[config.mk]
export PLATFORM = sky130hd
export DESIGN_NAME = pipeline_hazard_ctrl
export DESIGN_NICKNAME = d
export VERILOG_FILES = /design/src/rtl/cpu_pkg.sv /design/src/rtl/sat_counter.sv /design/src/rtl/pipeline_hazard_ctrl.sv
export SDC_FILE = /design/constraint.sdc
export NUM_CORES = 1
export LEC_CHECK = 0
export ABC_AREA = 1
export CAP_MARGIN = 20
export CORE_MARGIN = 2
export CORE_UTILIZATION = 45
export DETAILED_ROUTE_END_ITERATION = 16
export GPL_TIMING_DRIVEN = 0
export PLACE_DENSITY = 0.78
export SYNTH_ARGS = -nofsm -noshare
export SYNTH_HDL_FRONTEND = slang
export SYNTH_SLANG_ARGS = --single-unit
[constraint.sdc]
create_clock -name clk_i -period 2.6 [get_ports clk_i]
set_input_delay 0.39 -clock clk_i [delete_from_list [all_inputs] [get_ports clk_i]]
set_output_delay 0.39 -clock clk_i [all_outputs]
set_load 0.005 [all_outputs]
[src/rtl/cpu_pkg.sv]
// Shared CPU definitions: FSM state encoding, register address width, NOP word.
package cpu_pkg;

  localparam int REG_ADDR_W = 5;

  // addi x0, x0, 0
  localparam logic [31:0] NOP_INSTR = 32'h0000_0013;

  typedef enum logic [1:0] {
    ST_IDLE     = 2'd0,
    ST_RUN      = 2'd1,
    ST_MEM_WAIT = 2'd2
  } state_e;

endpackage

[src/rtl/sat_counter.sv]
// Saturating up-counter with asynchronous active-low clear.
module sat_counter #(
  parameter int CNT_W = 32
) (
  input  logic             clk_i,
  input  logic             rst_ni,
  input  logic             inc_i,
  output logic [CNT_W-1:0] cnt_o
);

  logic [CNT_W-1:0] r_cnt;

  // Count up on inc_i, holding at all-ones instead of wrapping.
  always_ff @(posedge clk_i or negedge rst_ni) begin
    if (!rst_ni) begin
      r_cnt <= '0;
    end else if (inc_i && (r_cnt != {CNT_W{1'b1}})) begin
      r_cnt <= r_cnt + 1'b1;
    end
  end

  assign cnt_o = r_cnt;

endmodule

[src/rtl/pipeline_hazard_ctrl.sv]
// Stall/flush scheduler for the 5-stage pipeline: load-use stalls, taken-branch
// squash, data-memory wait freeze, plus saturating event counters.
module pipeline_hazard_ctrl
  import cpu_pkg::*;
#(
  parameter int CNT_W       = 32,
  parameter int MEM_TIMEOUT = 16
) (
  input  logic                  clk_i,
  input  logic                  start_i,
  input  logic [REG_ADDR_W-1:0] id_rs1_i,
  input  logic [REG_ADDR_W-1:0] id_rs2_i,
  input  logic                  id_use_rs1_i,
  input  logic                  id_use_rs2_i,
  input  logic                  ex_memrd_i,
  input  logic [REG_ADDR_W-1:0] ex_rd_i,
  input  logic                  mem_pcsrc_i,
  input  logic                  mem_access_i,
  input  logic                  dmem_ready_i,
  output logic                  pc_we_o,
  output logic                  ifid_we_o,
  output logic                  ifid_flush_o,
  output logic                  idex_bubble_o,
  output logic                  idex_flush_o,
  output logic                  exmem_flush_o,
  output logic                  hold_o,
  output logic [1:0]            state_o,
  output logic [CNT_W-1:0]      stall_cnt_o,
  output logic [CNT_W-1:0]      flush_cnt_o,
  output logic [CNT_W-1:0]      wait_cnt_o,
  output logic                  err_o
);

  localparam logic [CNT_W-1:0] LP_TIMEOUT = CNT_W'(MEM_TIMEOUT);
  localparam logic [CNT_W-1:0] LP_MAX     = {CNT_W{1'b1}};

  state_e           r_state, w_state_nxt;
  logic [CNT_W-1:0] r_wrun, w_wrun_nxt;
  logic             r_err;
  logic             w_lu, w_mw, w_active;
  logic             w_stall_inc, w_flush_inc, w_wait_inc;

  // x0 as destination never creates a dependency.
  assign w_lu = ex_memrd_i && (ex_rd_i != '0) &&
                ((id_use_rs1_i && (id_rs1_i == ex_rd_i)) ||
                 (id_use_rs2_i && (id_rs2_i == ex_rd_i)));
  assign w_mw     = mem_access_i && !dmem_ready_i;
  assign w_active = (r_state == ST_RUN) || (r_state == ST_MEM_WAIT);

  // State register.
  always_ff @(posedge clk_i or negedge start_i) begin
    if (!start_i) r_state <= ST_IDLE;
    else          r_state <= w_state_nxt;
  end

  // Next-state: IDLE leaves on the first running edge; wait lasts while memory stalls.
  always_comb begin
    w_state_nxt = ST_IDLE;
    case (r_state)
      ST_IDLE:     w_state_nxt = ST_RUN;
      ST_RUN:      w_state_nxt = w_mw ? ST_MEM_WAIT : ST_RUN;
      ST_MEM_WAIT: w_state_nxt = w_mw ? ST_MEM_WAIT : ST_RUN;
      default:     w_state_nxt = ST_IDLE;
    endcase
  end

  // Outputs: memory wait beats branch squash beats load-use stall.
  always_comb begin
    pc_we_o       = 1'b0;
    ifid_we_o     = 1'b0;
    ifid_flush_o  = 1'b0;
    idex_bubble_o = 1'b0;
    idex_flush_o  = 1'b0;
    exmem_flush_o = 1'b0;
    hold_o        = 1'b0;
    w_stall_inc   = 1'b0;
    w_flush_inc   = 1'b0;
    w_wait_inc    = 1'b0;
    if (w_active) begin
      if (w_mw) begin
        hold_o     = 1'b1;
        w_wait_inc = 1'b1;
      end else if (mem_pcsrc_i) begin
        pc_we_o       = 1'b1;
        ifid_we_o     = 1'b1;
        ifid_flush_o  = 1'b1;
        idex_flush_o  = 1'b1;
        exmem_flush_o = 1'b1;
        w_flush_inc   = 1'b1;
      end else if (w_lu) begin
        idex_bubble_o = 1'b1;
        w_stall_inc   = 1'b1;
      end else begin
        pc_we_o   = 1'b1;
        ifid_we_o = 1'b1;
      end
    end else begin
      // IDLE and the unreachable encoding keep the pipe flushed.
      ifid_flush_o  = 1'b1;
      idex_flush_o  = 1'b1;
      exmem_flush_o = 1'b1;
    end
  end

  // Wait-run length: restarts at 1 on the first wait cycle after RUN.
  always_comb begin
    if (r_state == ST_RUN)       w_wrun_nxt = CNT_W'(1);
    else if (r_wrun == LP_MAX)   w_wrun_nxt = r_wrun;
    else                         w_wrun_nxt = r_wrun + 1'b1;
  end

  // Track the current wait run and raise the sticky timeout flag.
  always_ff @(posedge clk_i or negedge start_i) begin
    if (!start_i) begin
      r_wrun <= '0;
      r_err  <= 1'b0;
    end else if (w_active && w_mw) begin
      r_wrun <= w_wrun_nxt;
      if (w_wrun_nxt >= LP_TIMEOUT) r_err <= 1'b1;
    end
  end

  sat_counter #(.CNT_W(CNT_W)) u_stall_cnt (
    .clk_i (clk_i), .rst_ni(start_i), .inc_i(w_stall_inc), .cnt_o(stall_cnt_o)
  );
  sat_counter #(.CNT_W(CNT_W)) u_flush_cnt (
    .clk_i (clk_i), .rst_ni(start_i), .inc_i(w_flush_inc), .cnt_o(flush_cnt_o)
  );
  sat_counter #(.CNT_W(CNT_W)) u_wait_cnt (
    .clk_i (clk_i), .rst_ni(start_i), .inc_i(w_wait_inc), .cnt_o(wait_cnt_o)
  );

  assign state_o = r_state;
  assign err_o   = r_err;

endmodule

==> results.txt, run 1 <==
largest family of logic cells by synthesized area - simple AND/OR/NAND/NOR gates
Final Max Tran Viols - 0
worst slew pin tran - 0.793 ns
H-tree depth - 4
Worst Setup Slack, final - 0.0702 ns
Core Util, Final - 0.589
TritonCTS buffer count - 17
initial antenna violation count - 0
Final min period - 2.53 ns
Post-Syn Area per Cell - 7.03 sq um
cell taking the most area after synthesis - dfrtp_1
Worst Path Arrival - 2.14 ns
Clock Skews - 0.0105 ns
core box area - 18000 sq um
yosys warns - 0
Max Clk Rate - 0.395 GHz
dominant cells by area after synthesis - dfrtp_1 40%, nand2_1 18%, xor2_1 7.1%, nor2_1 6.9%, inv_1 5.3%
Cells after Synth - 1169
deepest clock path buffer count - 2
Syn Nets - 1199
Critical Path RT - 2.21 ns
Detailed Place HPWL - 16300 um
vias per cell - 5.22
placer congestion estimate - 0.979
first-pass GRT wire length - 36500 um
sequential area share after synthesis - 0.399
Fillers - 1654
status - completed
VDD IR max - 0.557 mV
final non-filler cell total - 1564
CP Max Fanout - 4
Worst Hold Class - primary input to asynchronous set/reset pin
drt drc - 0
Post-Place Worst Slack - -0.150 ns
clock-pin slew on the worst setup and hold paths - 0.06 ns
Area Growth Syn to Fin - 28.7%
share of cells above drive strength 1 - 0.0629
share of the synthesized area in the top cell type - 0.399
vias in the first global route - 7550
CTS tree - built
final wirelength - 22000 um
synth unique cells - 38
# IOs - 129
dpl cells - 1527
Antenna Nets Post-Route - 0
Tcrit/Tclk final - 0.973
MaxCap Viol Count - 0
Compound-Gate Fraction of Synth Area - 0.0431
xor and xnor area share after synthesis - 0.0970
largest net degree at the start of global routing - 99
total power density per cell area - 699 nW/um^2
Final Setup Violations - 0
routed len/inst - 14.0 um
CP Launch Type - primary input
most frequent cell after synthesis - nand2_1
RSZ-0062 raised after global routing - false
Worst slew margin - 0.467
post-route cell area - 10600 sq um
post-synthesis mux area share - 0
via count - 8158
commonest register cell after synthesis - dfrtp_1
Worst Setup End Kind - output port
Starting Density - 0.458
Final Hold Violating Endpoints - 0
Synth Area in Simple Gates - 0.377
final setup TNS - 0 ns
die area - 19400 sq um
Synth Cell Area - 8220 sq um
Tot Pwr - 7.40 mW
Core Rows - 49
commonest cells in the synthesized netlist - 403 x nand2_1, 151 x nor2_1, 131 x dfrtp_1, 115 x inv_1, 67 x xor2_1
DIE WIDTH - 139 um
die height - 139 um
Iter 0 DRT Violations - 492
placed inst area - 9820 sq um
Sink Count - 131
CTS root buffer - clkbuf_16
first-pass detailed-route iteration total - 5
asr flop ratio synth - 1.00
port bufs - 128
Hold WS - 0.414 ns
leak pwr - 4.69 nW
GRT Overall Usage - 0.229
critical path class - primary input to output port
number of flops mapped to enable cells by yosys - 0
Overflow after GRT - 0
Yosys reg bits - 131
Post-Synth Adder-Cell Area - 0.0107
worst skew pair latency - 0.43 ns
Final #Nets - 1352
ANT cells - 0
==> timing repair <==
| action | in CTS | in global routing |
|---|---|---|
| hold buffers | 1 | 0 |
| buffers inserted | 2 | 2 |
| pin swaps | 1 | 2 |
| resized for setup | 9 | 14 |
| setup endpoints to repair | 3 | 4 |
| endpoints found under the hold margin | 33 | 0 |
==> registers in the layout, indices dropped and copies added, names as in the netlist <==
signal             cells
err_o                  1
u_wait_cnt.cnt_o      32
u_flush_cnt.cnt_o     32
r_wrun                32
state_o                2
u_stall_cnt.cnt_o     32
==> layout by cell type, fill, tap and decap left out, types with 24 or more instances in the layout <==
master,n
nor2_1,149
dfrtp_1,130
clkdlybuf4s50_1,125
xor2_1,67
inv_1,111
nand3_1,63
nor3_1,54
nand4_1,25
o21ai_0,48
xnor2_1,24
nand2_1,402
==> power breakdown <==
group / internal [mW] / leakage [nW] / switching (mW)
logic: 0.870 / 2.65 / 1.12
registers: 2.36 / 1.73 / 0.404
clock network: 1.72 / 0.314 / 0.929
total: 4.95 / 4.69 / 2.46
==> worst paths after layout <==
| kind | from | end | slack (ns) | depth (start not counted) |
|---|---|---|---|---|
| max in group asynchronous | start_i | u_flush_cnt.cnt_o[20] | 1.36 | 3 |
| setup / recovery | ex_rd_i[0] | ifid_we_o | 0.07 | 8 |
| setup reg to reg | r_wrun[0] | err_o | 0.23 | 16 |
| min in group clk_i | err_o | err_o | 0.46 | 2 |
| hold reg to reg | err_o | err_o | 0.46 | 2 |
| hold / removal | start_i | u_wait_cnt.cnt_o[2] | 0.41 | 2 |
==> metal layers <==
| layer | GRT usage | routed length [um] | up-vias |
|---|---|---|---|
| met5 | 0 | 0 | - |
| met4 | 0.0696 | 441 | 0 |
| met3 | 0.0528 | 1560 | 43 |
| met2 | 0.368 | 10300 | 276 |
| met1 | 0.309 | 9640 | 3820 |
| li1 | - | - | 4019 |
==> final cells by class <==
class | count | area, sq um | share of cell area
buffer | 21 | 148 | 0.0140
clock buffer | 22 | 484 | 0.0458
clock inverter | 10 | 170 | 0.0161
inverter | 123 | 464 | 0.0439
multi-input combinational | 894 | 4400 | 0.416
sequential | 131 | 3280 | 0.310
tap | 229 | 287 | 0.0271
timing repair buffer | 134 | 1350 | 0.128
==> cell families (layout without fill, tap and decap cells) <==
| logic type | Yosys count | in the layout |
|---|---|---|
| adders and majority gates | 7 | 7 |
| AOI/OAI and AO/OA | 65 | 65 |
| DFF | 131 | 131 |
| xor gates and xnor gates | 91 | 91 |
| and+or+nand+nor | 731 | 731 |
| buffers and inverters | 144 | 310 |
==> worst max-delay path, cell delays in order <==
cell	delay, ns
clkdlybuf4s50_1	0.47
inv_1	0.08
o22ai_1	0.22
nor4_2	0.06
nand2_1	0.08
nand2_2	0.09
a21oi_4	0.22
clkdlybuf4s50_1	0.53
Power figures use the tool's default switching activity.
==> run 2, diff against run 1 <==
--- a/config.mk
+++ b/config.mk
@@ -7,6 +7,7 @@
 export LEC_CHECK = 0
 export ABC_AREA = 1
 export CAP_MARGIN = 20
+export CORE_ASPECT_RATIO = 1.4
 export CORE_MARGIN = 2
 export CORE_UTILIZATION = 45
 export DETAILED_ROUTE_END_ITERATION = 16
==> run 2 against run 1 <==
Clock skew shrank 0.0016 ns. Core utilization down 0.45 points. Critical path depth did not move. Flip-flop and latch count stayed put. Cell count rose by 0.58%. Die area barely moved. Combinational power barely moved. Register-to-register slack worse by 0.06 ns. Sequential share of layout area is 0.31 points higher. Highest routed layer unchanged.
==> results.txt, run 2 (synthesis gave the netlist of run 1 again) <==
status - completed
VDD IR max - 0.573 mV (+2.8%)
core box area - 17900 sq um (-0.22%)
via count - 8146 (-0.15%)
worst skew pair latency - 0.43 ns (about the same)
MaxCap Viol Count - 0 (unchanged)
GRT Overall Usage - 0.246 (+0.0174)
placer congestion estimate - 0.926 (-5.4%)
CP Launch Type - flip-flop
CP Max Fanout - 3 (-1)
final wirelength - 23400 um (+6.4%)
Core Rows - 58 (+18%)
TritonCTS buffer count - 17 (unchanged)
Final Setup Violations - 0 (unchanged)
Antenna Nets Post-Route - 0 (unchanged)
Detailed Place HPWL - 17800 um (+9.3%)
drt drc - 0 (unchanged)
Post-Place Worst Slack - -0.201 ns (-0.0512 ns)
H-tree depth - 4 (unchanged)
die height - 164 um (+18%)
routed len/inst - 14.9 um (+5.8%)
Iter 0 DRT Violations - 404 (-18%)
commonest cells after routing, fill and taps aside - 402 x nand2_1, 149 x nor2_1, 130 x dfrtp_1
post-route cell area - 10500 sq um (-0.98%)
first-pass detailed-route iteration total - 5 (unchanged)
Sink Count - 131 (unchanged)
Worst Hold Class - primary input to asynchronous set/reset pin
ANT cells - 0 (unchanged)
CP max-delay cell - clkdlybuf4s50_1
final non-filler cell total - 1573 (+0.58%)
RSZ-0062 raised after global routing - true
worst slew pin tran - 0.813 ns (+0.0201 ns)
Worst slew margin - 0.453 (-0.0135)
dpl cells - 1538 (+0.72%)
Core Util, Final - 0.585 (-0.00452)
Hold WS - 0.409 ns (-0.00486 ns)
commonest non-fill, non-tap cell in the layout - nand2_1
Worst Setup Slack, final - 0.0771 ns (+0.00692 ns)
Worst Path Arrival - 2.13 ns (about the same)
Tot Pwr - 7.14 mW (-3.6%)
Final #Nets - 1350 (-0.15%)
share of cells above drive strength 1 - 0.0600 (-0.00291)
Area Growth Syn to Fin - 27.5%
Final Max Tran Viols - 0 (unchanged)
Critical Path RT - 2.21 ns (about the same)
# IOs - 129 (unchanged)
Clock Skews - 0.00894 ns (-0.00161 ns)
largest net degree at the start of global routing - 98 (-1.0%)
Max Clk Rate - 0.396 GHz (+0.27%)
deepest clock path buffer count - 2 (unchanged)
final setup TNS - 0 ns (unchanged)
Tcrit/Tclk final - 0.970 (-0.00266)
CP cell instances - inv_1, ha_1, inv_1, nor2_2, inv_2, a21oi_2, buf_4, clkdlybuf4s50_1
leak pwr - 4.64 nW (-1.1%)
Starting Density - 0.459 (+0.000990)
total power density per cell area - 681 nW/um^2 (-2.6%)
Most common cell on crit path - inv_1
Worst Setup End Kind - output port
Fillers - 1655 (+0.060%)
port bufs - 128 (unchanged)
die area - 19400 sq um (about the same)
Overflow after GRT - 0 (unchanged)
placed inst area - 9830 sq um (+0.14%)
CTS root buffer - clkbuf_16
vias per cell - 5.18 (-0.72%)
Final min period - 2.52 ns (-0.00692 ns)
DIE WIDTH - 118 um (-15%)
first-pass GRT wire length - 38200 um (+4.5%)
crit-path max cell delay - 0.48 ns (-0.05 ns)
vias in the first global route - 7940 (+5.2%)
critical path class - flip-flop to output port
initial antenna violation count - 0 (unchanged)
clock-pin slew on the worst setup and hold paths - 0.06 ns (about the same)
CTS tree - built
Final Hold Violating Endpoints - 0 (unchanged)
[run 2: layout make-up]
| type | count | area (sq um) | area share |
|---|---|---|---|
| multi-input cells | 894 | 4380 | 0.418 |
| clock inverters | 14 | 145 | 0.0139 |
| repair buffers | 132 | 1330 | 0.127 |
| clock buffers | 18 | 439 | 0.0419 |
| inverters | 123 | 462 | 0.0441 |
| flip-flops and latches | 131 | 3280 | 0.313 |
| well taps | 240 | 300 | 0.0287 |
| plain buffers | 21 | 144 | 0.0137 |
[run 2: timing repair]
item | 4_1_cts | 5_1_grt
hold buffers | 1 | 0
setup buffers | 2 | 0
hold endpoints to repair | 34 | 0
resized for setup | 4 | 12
endpoints found under the setup margin | 3 | 4
[run 2: layer usage]
layer	GRT usage	wire length, um	up-vias
li1	-	-	4011
met1	0.287	9360	3806
met2	0.428	11800	272
met3	0.0462	1310	57
met4	0.130	937	0
met5	0	0	-
[run 2: final timing paths]
check                           start                   end  slack (ns)  depth (start not counted)
max in group asynchronous     start_i             r_wrun[0]        1.40                          3
min in group clk_i              err_o                 err_o        0.47                          2
min                           start_i  u_stall_cnt.cnt_o[0]        0.41                          2
max                        state_o[1]               pc_we_o        0.08                          8
min reg2reg                     err_o                 err_o        0.47                          2
max reg2reg                 r_wrun[0]                 err_o        0.17                         15
[run 2: critical path: cells and delay by family (launching register included)]
family / cells / cell delay [ns]
AOI/OAI and AO/OA: 1 / 0.14
adders and majority gates: 1 / 0.28
buffers and inverters: 5 / 0.79
DFF: 1 / 0.35
and+or+nand+nor: 1 / 0.13
[run 2: where the power goes]
part	leakage (nW)	internal (mW)	switching (mW)	total, mW
Combinational	2.63	0.835	1.13	1.96
Clock	0.283	1.37	1.03	2.40
Sequential	1.73	2.36	0.420	2.78
